**config.mk**
```make
export PLATFORM = sky130hd
export DESIGN_NAME = serial_divider32
export DESIGN_NICKNAME = d
export VERILOG_FILES = /design/src/rtl/serial_divider32_pkg.sv /design/src/rtl/div_subtract33.sv /design/src/rtl/serial_divider32.sv
export SDC_FILE = /design/constraint.sdc
export NUM_CORES = 1
export LEC_CHECK = 0
export ABC_AREA = 1
export CAP_MARGIN = 20
export CORE_MARGIN = 1.5
export CORE_UTILIZATION = 40
export DETAILED_ROUTE_END_ITERATION = 16
export PLACE_DENSITY_LB_ADDON = 0.25
export REMOVE_ABC_BUFFERS = 1
export SKIP_LAST_GASP = 1
export SYNTH_ARGS = -nofsm -noshare
export SYNTH_HDL_FRONTEND = slang
export SYNTH_SLANG_ARGS = --single-unit
```
**constraint.sdc**
```tcl
create_clock -name Clk -period 17.48 [get_ports Clk]
set_clock_uncertainty 0.05 [all_clocks]
set_input_delay 1.748 -clock Clk [delete_from_list [all_inputs] [get_ports Clk]]
set_output_delay 1.748 -clock Clk [all_outputs]
set_load 0.1 [all_outputs]
```
**src/rtl/serial_divider32_pkg.sv**
```systemverilog
// rtl/serial_divider32_pkg.sv - shared ALU constants and divider state encoding
package serial_divider32_pkg;

    localparam int DEFAULT_WIDTH = 32;
    localparam int COUNT_BITS    = 6;

    typedef enum logic [1:0] {
        IDLE = 2'd0,
        RUN  = 2'd1,
        DONE = 2'd2
    } state_t;

    // Quotient reported for a divide by zero.
    localparam logic [DEFAULT_WIDTH-1:0] DIV0_QUOTIENT = '1;

endpackage

```
**src/rtl/div_subtract33.sv**
```systemverilog
// rtl/div_subtract33.sv - ripple-borrow subtractor (a + ~b + 1) for one divide step
module div_subtract33 #(
    parameter int N = 33
) (
    input  logic [N-1:0] a,
    input  logic [N-1:0] b,
    output logic [N-1:0] diff,
    output logic         borrow
);

    logic [N-1:0] b_inv;
    logic         carry;

    assign b_inv = ~b;

    // Full-adder chain with carry-in 1; a borrow is the absence of a final carry.
    always_comb begin
        carry = 1'b1;
        diff  = '0;
        for (int i = 0; i < N; i++) begin
            diff[i] = a[i] ^ b_inv[i] ^ carry;
            carry   = (a[i] & b_inv[i]) | (carry & (a[i] ^ b_inv[i]));
        end
        borrow = ~carry;
    end

endmodule

```
**src/rtl/serial_divider32.sv**
```systemverilog
// rtl/serial_divider32.sv - iterative unsigned restoring divider with start/busy/done handshake
module serial_divider32
    import serial_divider32_pkg::*;
#(
    parameter int WIDTH = DEFAULT_WIDTH
) (
    input  logic             Clk,
    input  logic             Reset,
    input  logic             Start,
    input  logic [WIDTH-1:0] A,
    input  logic [WIDTH-1:0] B,
    output logic [WIDTH-1:0] Q,
    output logic [WIDTH-1:0] Rem,
    output logic             Busy,
    output logic             Done,
    output logic             DivByZero
);

    localparam logic [COUNT_BITS-1:0] LAST_ITER = COUNT_BITS'(WIDTH - 1);

    state_t                  state;
    logic [WIDTH-1:0]        dividend;
    logic [WIDTH-1:0]        divisor;
    logic [WIDTH:0]          p;
    logic [WIDTH-1:0]        quot;
    logic [COUNT_BITS-1:0]   count;

    logic [WIDTH:0]          p_shift;
    logic [WIDTH:0]          diff;
    logic                    sub_borrow;
    logic [WIDTH:0]          p_next;
    logic [WIDTH-1:0]        quot_next;
    logic                    unused_bits;

    // Bring the next dividend bit into the partial remainder.
    assign p_shift = {p[WIDTH-1:0], dividend[WIDTH-1]};

    div_subtract33 #(.N(WIDTH + 1)) u_sub (
        .a      (p_shift),
        .b      ({1'b0, divisor}),
        .diff   (diff),
        .borrow (sub_borrow)
    );

    // Restore on a negative trial difference, otherwise keep it and record a 1.
    assign p_next    = diff[WIDTH] ? p_shift : diff;
    assign quot_next = {quot[WIDTH-2:0], ~diff[WIDTH]};

    // The remainder never exceeds WIDTH bits and the sign is taken from diff.
    assign unused_bits = ^{p[WIDTH], sub_borrow};

    // Control FSM and datapath; results only move on the edge entering DONE.
    always_ff @(posedge Clk) begin
        if (Reset) begin
            state     <= IDLE;
            dividend  <= '0;
            divisor   <= '0;
            p         <= '0;
            quot      <= '0;
            count     <= '0;
            Q         <= '0;
            Rem       <= '0;
            Busy      <= 1'b0;
            Done      <= 1'b0;
            DivByZero <= 1'b0;
        end else begin
            Done <= 1'b0;
            case (state)
                IDLE, DONE: begin
                    if (Start) begin
                        if (B != '0) begin
                            dividend  <= A;
                            divisor   <= B;
                            p         <= '0;
                            quot      <= '0;
                            count     <= '0;
                            Busy      <= 1'b1;
                            DivByZero <= 1'b0;
                            state     <= RUN;
                        end else begin
                            Q         <= WIDTH'(DIV0_QUOTIENT);
                            Rem       <= A;
                            DivByZero <= 1'b1;
                            Done      <= 1'b1;
                            state     <= DONE;
                        end
                    end else begin
                        state <= IDLE;
                    end
                end
                RUN: begin
                    p        <= p_next;
                    quot     <= quot_next;
                    dividend <= {dividend[WIDTH-2:0], 1'b0};
                    count    <= count + 1'b1;
                    if (count == LAST_ITER) begin
                        Q     <= quot_next;
                        Rem   <= p_next[WIDTH-1:0];
                        Busy  <= 1'b0;
                        Done  <= 1'b1;
                        state <= DONE;
                    end
                end
                default: begin
                    state <= IDLE;
                    Busy  <= 1'b0;
                end
            endcase
        end
    end

endmodule

```
==> results of run 1 <==
## layout by cell type (no fill, tap or decap), drive strengths merged, types with 2 or more instances in the layout
cell type and count:
a21oi 104, buf 12, clkbuf 37, clkdlybuf4s50 132
clkinv 3, dfxtp 202, fa 31, ha 2
inv 77, nand2 217, nand3 77, nand3b 64
nand4 3, nor2 252, o211ai 30, o21a 31
o21ai 67, or2 63
## per-layer routing
layer,vias up,track usage
met1,3945,0.2498
met3,34,0.02671
met4,2,0.04167
met5,-,0
met2,149,0.3188
li1,4387,-
## metrics by stage
step	utilization	power [uW]	hold WS (ns)	setup WS, ns	cells
floorplan	-	606.7	0.3816	3.968	1221
global placement	0.4627	651.8	0.3882	2.938	1688
detailed placement	0.4627	653.7	0.3927	2.766	1688
CTS	0.4945	1146	0.4016	2.720	1730
global route	0.4951	1194	0.4149	2.361	1731
finish	0.4952	1133	0.4008	3.097	1732
## layout make-up
class,instances,area share
flip-flops and latches,202,0.3338
clock inverters,5,0.004648
multi-input cells,943,0.4273
well taps,324,0.03346
clock buffers,37,0.05949
diodes,1,0.0002066
repair buffers,144,0.1169
inverters,76,0.02417
## worst max-delay path, delay by kind of cell (launching register included)
kind	cells	cell delay [ns]
adders and majority gates	32	12.25
and+or+nand+nor	3	0.87
buffers and inverters	4	0.55
DFF	1	0.32
AOI/OAI and AO/OA	2	0.26
## cells by family (layout without fill, tap and decap cells)
group	count (synthesis)	count (layout)
other	0	1
AOI/OAI and AO/OA	234	234
adders and majority gates	33	33
DFF	202	202
and+or+nand+nor	676	676
buffers and inverters	175	262
## flip-flops by register name, summed over array words and instances, names as in the netlist
signal and cells:
state 2, DivByZero 1, Rem 32, p 32, Busy 1, quot 31
divisor 32, count 6, Done 1, Q 32, dividend 32
## worst paths after layout
path | start | endpoint | slack, ns | cells past startpoint
worst max register to register | dividend[31] | p[16] | 3.10 | 41
worst min register to register | quot[26] | quot[26] | 0.40 | 2
worst max-delay path | dividend[31] | p[16] | 3.10 | 41
worst min-delay path | quot[26] | quot[26] | 0.40 | 2
## power by group
group	switching, uW	total [uW]	leakage, uW	internal (uW)
logic	91.4	149	0.00284	57.7
clock network	192	490	0.000384	298
registers	10.9	494	0.00165	483
total	294	1130	0.00487	839
==> impl_metrics.toml, run 1 <==
[clock_network]
postCtsHoldBufs = 0
insertion_delay_ns = 0.51
cts_tree = "built"
root_buffer = "clkbuf_16"
clkSinkCount = 202
cts_setup_buffers = 0
path_clk_slew_ns = 0.06
cts_made_buffers = 24
post_cts_resized = 0
cts_max_path_buffers = 3
htree_levels = 1

[route]
wl_um = 24100
met2_length_um = 11300
drtAntennaViolNets = 0
firstDrtPassIters = 5
post-route-drc-count = 0
routed_via_density = 4.917
wire_per_inst_um = 13.92
vias = 8517
met3_length_um = 878
wl_met1_um = 11530
top_layer = "met5"
first_iter_violations = 527

[synthesis]
synthMuxAreaShare = 0
synthArstFlopShare = 0
synth_area_leaders = "dfxtp_1, nor2_1, nand2_1, fa_1, nand3b_1"
synth_top_cell_area_share = 0.4027
seq_area_frac_synth = 0.4027
synthesis.instances = 1320
synth_top_family_by_area = "simple AND/OR/NAND/NOR gates"
synth-edff-count = 0
yosysWarnings = 0
synthFlopType = "dfxtp_1"
yosysMostFrequentCell = "nor2_1"
synth_fa_ha_area_frac = 0.06430
ys_types = 31
syn_area_per_cell_um2 = 7.607
synth_compound_gate_area_share = 0.1367
yosysTopAreaCell = "dfxtp_1"
synth-seq-cells = 202
syn_area_um2 = 10040
synth-simple-area-share = 0.3129
yosys-top-cells-count = "nor2_1, nand2_1, dfxtp_1"
synth_xor_area_frac = 0

[grt]
grt_max_degree = 135
grt.overflow.total = 0
grt_pass1_wl_um = 40400
grt_util_all_layers = 0.1868
antenna_found_initial = 2
grt_pass1_vias = 8071

[setup_path]
crit_top_cell = "fa_1"
worstSetupPathType = "reg2reg"
cp_slowest_cell = "nand3_1"
end_kind = "flop"
required_ns = 17.86
max_stage_delay_ns = 0.48
start_kind = "flop"
critPathMaxFanout = 17
cp.arrival_ns = 14.76

[timing]
worst_slew_pin_slew_ns = 1.073
hold_viol_final = 0
setup_viol = 0
min_period_ns = 14.38
slew-limit-headroom = 0.2843
drv_slew = 0
max_freq_mhz = 69.53
finalSetupTns_ns = 0
rsz0062_at_grt = "false"
post-route-period-util = 0.8228

[cells_and_area]
syn_to_final_growth_pct = 20.65
fillers = 2419
multiInputGateArea_um2 = 5176
ff_latch_area_um2 = 4044
design_area_um2 = 12110
nNetsFinal = 1491
drive_above_1_share = 0.09524

[floorplan]
die-area_um2 = 26060
num_rows = 57
die_w_um = 161.4
core_area_um2 = 24460
io_pins = 134
start_util = 0.4105
die_h_um = 161.4

[power]
p_leak_uw = 0.004873
p_per_area_nw_per_um2 = 93.54
irDropWorstVdd_v = 0.00005304

[job]
max_cap_viol_count = 0

[outcome]
status = "complete, no violations"

[placement]
dp.final_hpwl_um = 14440
routabilityCongestion = 0.7844
numPortBuffers = 133
dpl_cell_area_um2 = 11320

[min_path]
hold_class = "reg2reg"
(Power assumes the default switching activity.)
==> run 2: changes to the inputs <==
==> constraint.sdc (replaced) <==
create_clock -name Clk -period 13.5 [get_ports Clk]
set_clock_uncertainty 0.05 [all_clocks]
set_input_delay 1.35 -clock Clk [delete_from_list [all_inputs] [get_ports Clk]]
set_output_delay 1.35 -clock Clk [all_outputs]
set_load 0.1 [all_outputs]
==> run 2 against run 1 <==
First-iteration DRC count up 12%; highest routed layer is now met4; wire length up 3.4%; final area up 1.3%; clock-buffer cell count down 2; via count up 1.2%; critical path depth up 1; combinational power up 36%; register-to-register slack worse by 2.6 ns; non-clock buffer count up 10; maximum frequency up 10%; global-route usage up 0.66 points.
==> impl_metrics.toml, run 2 (synthesized netlist as in run 1, its figures left out) <==
[route]
vias = 8621
first_iter_violations = 588
wl_um = 24920
drtAntennaViolNets = 0
routed_via_density = 4.957
post-route-drc-count = 0
wire_per_inst_um = 14.33
firstDrtPassIters = 5

[power]
irDropWorstVdd_v = 0.00006391
p_per_area_nw_per_um2 = 118.9
p_leak_uw = 0.004914

[timing]
worst_slew_pin_slew_ns = 1.059
hold_viol_final = 0
rsz0062_at_grt = "false"
drv_slew = 0
min_period_ns = 13.05
setup_viol = 0
max_freq_mhz = 76.63
post-route-period-util = 0.9667
holdWs_ns = 0.4011
slew-limit-headroom = 0.2942

[setup_path]
endpoint = "Rem[16]"
end_kind = "flop"
crit_top_cell = "fa_2"
worst_r2r_path_depth = 42
critPathMaxFanout = 5
required_ns = 13.91
r2r_setup_slack_ns = 0.45
worstSetupPathType = "reg2reg"
cp_slowest_cell = "fa_1"
r2r-end = "Rem[16]"
cp.arrival_ns = 13.46
start_kind = "flop"
crit_path_start = "dividend[31]"
worstReg2RegStart = "dividend[31]"
max_stage_delay_ns = 0.40

[placement]
routabilityCongestion = 0.7718
dpl_cell_area_um2 = 11380
numPortBuffers = 133
dp.final_hpwl_um = 14830
dp.cells = 1695

[floorplan]
die-area_um2 = 26060
start_util = 0.4105
die_h_um = 161.4
die_w_um = 161.4
num_rows = 57
core_area_um2 = 24460
io_pins = 134

[clock_network]
cts_tree = "built"
path_clk_slew_ns = 0.06
cts_made_buffers = 23
htree_levels = 1
root_buffer = "clkbuf_16"
cts_max_path_buffers = 3
insertion_delay_ns = 0.52
cts_setup_buffers = 0
postCtsHoldBufs = 0
clkSinkCount = 202

[grt]
grt.overflow.total = 0
grt_pass1_vias = 8241
grt_util_all_layers = 0.1934
grt_max_degree = 119
antenna_found_initial = 1
grt_pass1_wl_um = 41480

[cells_and_area]
layout_commonest_cell = "nor2_1"
design_area_um2 = 12270
nNetsFinal = 1500
drive_above_1_share = 0.1160
final_cell_mix = "nor2_1, nand2_1, dfxtp_1"
final_util = 0.5018
syn_to_final_growth_pct = 22.24
final_cells = 1739

[job]
max_cap_viol_count = 0

[min_path]
hold_class = "reg2reg"

[outcome]
status = "complete, no violations"
## run 2: cell types whose count changed in the layout (fill, tap and decap cells not counted), sizes merged
cell | before | now
buf | 12 | 22
clkbuf | 37 | 35
clkinv | 3 | 2
## run 2: stage by stage
step	total power, uW	setup TNS, ns	setup WS [ns]
2_1_floorplan	785.6	-0.01224	-0.01224
3_3_place_gp	848.2	-8.091	-0.1677
3_5_place_dp	852.9	-16.73	-0.3204
4_1_cts	1474	0	0.004172
5_1_grt	1532	0	0.01478
6_report	1459	0	0.4498
## run 2: final cells by class
| type | count | area [um^2] |
|---|---|---|
| antenna | 1 | 2.502 |
| clock buffer | 35 | 690.7 |
| clock inverter | 4 | 48.80 |
| fill | 2414 | 12190 |
| inverter | 76 | 292.8 |
| multi-input combinational | 943 | 5239 |
| sequential | 202 | 4044 |
| tap | 324 | 405.4 |
| timing repair buffer | 154 | 1551 |
## run 2: worst min-delay path by stage
stage | start | end | slack [ns] | depth (start not counted)
floorplan | quot[10] | quot[10] | 0.38 | 2
global placement | quot[1] | quot[1] | 0.39 | 2
detailed placement | quot[3] | quot[3] | 0.39 | 2
CTS | quot[3] | quot[3] | 0.40 | 2
global route | quot[21] | quot[21] | 0.42 | 2
finish | quot[28] | quot[28] | 0.40 | 2
## run 2: repair_timing
item,4_1_cts,5_1_grt
hold endpoints to repair,0,0
endpoints found under the setup margin,65,65
pin swaps,1,0
resized for setup,19,10
cloned,3,0
## run 2: report_power, final
group | leakage (uW) | internal (uW) | switching (uW)
sequential | 0.00165 | 626 | 14.6
combinational | 0.00290 | 81.0 | 122
clock | 0.000366 | 369 | 247
total | 0.00491 | 1080 | 384
## run 2: critical path, delay by kind of cell (launching register included)
kind / cells / cell delay (ns)
buf+inv: 4 / 0.41
simple gates: 5 / 0.73
flops: 1 / 0.30
fa+ha+maj: 32 / 11.42
compound gates: 1 / 0.09
## run 2: routing by layer
metal,global-route usage,part of all wire,wire length (um),vias to the layer above
met1,0.2585,0.47,11600,3989
met3,0.02851,0.045,1114,35
met5,0,0,0,-
met2,0.3283,0.47,11760,191
li1,-,-,-,4406
met4,0.04503,0.018,449,0
==> run 3: changes to the inputs <==
--- a/config.mk
+++ b/config.mk
@@ -10,6 +10,7 @@
 export CORE_MARGIN = 1.5
 export CORE_UTILIZATION = 40
 export DETAILED_ROUTE_END_ITERATION = 16
+export MAX_ROUTING_LAYER = met4
 export PLACE_DENSITY_LB_ADDON = 0.25
 export REMOVE_ABC_BUFFERS = 1
 export SKIP_LAST_GASP = 1
==> run 3 against run 2 <==
Non-clock buffer count is the same; critical path depth is the same; power is essentially flat; largest cell class unchanged; combinational power is essentially flat; sequential share of layout area is essentially flat; hold slack gained 0.00070 ns; clock power is essentially flat; register-to-register slack is essentially flat; utilization is essentially flat; critical endpoint is now Rem[30].
==> impl_metrics.toml, run 3 (synthesized netlist as in run 1, its figures left out) <==
[outcome]
status = "complete, no violations"

[min_path]
hold_class = "reg2reg"
holdPathStages = 2

[setup_path]
cp.arrival_ns = 13.45
max_stage_delay_ns = 0.40
cp_slowest_cell = "fa_1"
worstSetupPathType = "reg2reg"
required_ns = 13.90
end_kind = "flop"
start_kind = "flop"
crit_top_cell = "fa_2"
critPathMaxFanout = 5
worst_r2r_path_depth = 42

[clock_network]
clkSinkCount = 202
htree_levels = 1
root_buffer = "clkbuf_16"
cts_tree = "built"
cts_made_buffers = 23
cts_setup_buffers = 0
cts_max_path_buffers = 3
insertion_delay_ns = 0.52
path_clk_slew_ns = 0.06
postCtsHoldBufs = 0

[power]
irDropWorstVdd_v = 0.00006357
switchingPower_uw = 383.3
p_leak_uw = 0.004914
p_sw_frac = 0.2627
p_int_uw = 1076
comb_power_share = 0.139
p_per_area_nw_per_um2 = 118.8
power_frac_clock = 0.422
p_seq_frac = 0.439

[timing]
hold_viol_final = 0
fin_ws_ns = 0.4568
worst_slew_pin_slew_ns = 1.037
setup_viol = 0
rsz0062_at_grt = "false"
min_period_ns = 13.04
slew-limit-headroom = 0.3068
drv_slew = 0
post-route-period-util = 0.9662
max_freq_mhz = 76.67
finalSetupTns_ns = 0

[cells_and_area]
nNetsFinal = 1500
multiInputGateArea_um2 = 5239
fillers = 2416
final_cell_mix = "nor2_1, nand2_1, dfxtp_1"
syn_to_final_growth_pct = 22.27
ff_latch_area_um2 = 4044
final_util = 0.5019
layout_commonest_cell = "nor2_1"
final_cells = 1740
drive_above_1_share = 0.1160

[grt]
grt.overflow.total = 0
grt_pass1_wl_um = 41500
antenna_found_initial = 2
grt_util_all_layers = 0.1995
grt_max_degree = 119
grt_pass1_vias = 8236

[placement]
dp.final_hpwl_um = 14830
dp.cells = 1695
place_ws_ns = -0.3204
routabilityCongestion = 0.7828
numPortBuffers = 133

[route]
vias = 8597
drtAntennaViolNets = 0
wl_um = 24890
first_iter_violations = 597
routed_via_density = 4.941
post-route-drc-count = 0
firstDrtPassIters = 5
wire_per_inst_um = 14.30

[floorplan]
die_h_um = 161.4
die_w_um = 161.4
num_rows = 57
core_area_um2 = 24460
die-area_um2 = 26060
start_util = 0.4105
io_pins = 134

[job]
max_cap_viol_count = 0
==> run 3: cell count changes in the layout (fill, tap and decap cells not counted), sizes merged <==
cell,change
diode,+1
==> run 3: final cells by class <==
class                      count  share of cell area
antenna                        2           0.0004077
clock buffer                  35             0.05626
clock inverter                 4            0.003975
inverter                      76             0.02385
multi-input combinational    943              0.4267
sequential                   202              0.3294
tap                          324             0.03302
timing repair buffer         154              0.1264
==> run 3: worst max-delay path, delay by kind of cell, from the launching register on <==
| family | cells | cell delay [ns] |
|---|---|---|
| AO/OA/AOI/OAI | 1 | 0.10 |
| adder cells (fa/ha/maj) | 32 | 11.41 |
| buffers and inverters | 4 | 0.39 |
| flip-flops | 1 | 0.30 |
| AND/OR/NAND/NOR | 5 | 0.75 |
==> run 3: metal layers <==
metal,GRT usage,share of wire
met1,0.2575,0.46
met5,-,0
met3,0.03056,0.044
met4,0.04503,0.018
met2,0.3289,0.48
==> run 3: power by group through the flow <==
stage / clock network [uW] / logic, uW / registers [uW]
final: 616 / 203 / 640
after global routing: 655 / 232 / 644
after CTS: 631 / 203 / 640
after detailed placement: 0 / 200 / 653
after global placement: 0 / 196 / 652
after floorplan: 0 / 132 / 654
==> run 3: metrics by stage <==
step	power (uW)	cell area (um^2)	hold slack (ns)
detailed placement	852.9	11380	0.3926
CTS	1474	12220	0.4020
global placement	848.2	11380	0.3890
global route	1531	12280	0.4193
floorplan	785.6	9489	0.3816
finish	1459	12280	0.4018
==> run 3: path summary, 6_finish.rpt <==
check / from / end / slack (ns)
max: dividend[31] / Rem[30] / 0.46
min: quot[10] / quot[10] / 0.40
max reg2reg: dividend[31] / Rem[30] / 0.46
min reg2reg: quot[10] / quot[10] / 0.40
==> run 3: timing repair <==
action / CTS / global route
cloned: 3 / 0
resized for setup: 19 / 10
pin swaps: 1 / 0
endpoints found under the setup margin: 65 / 65
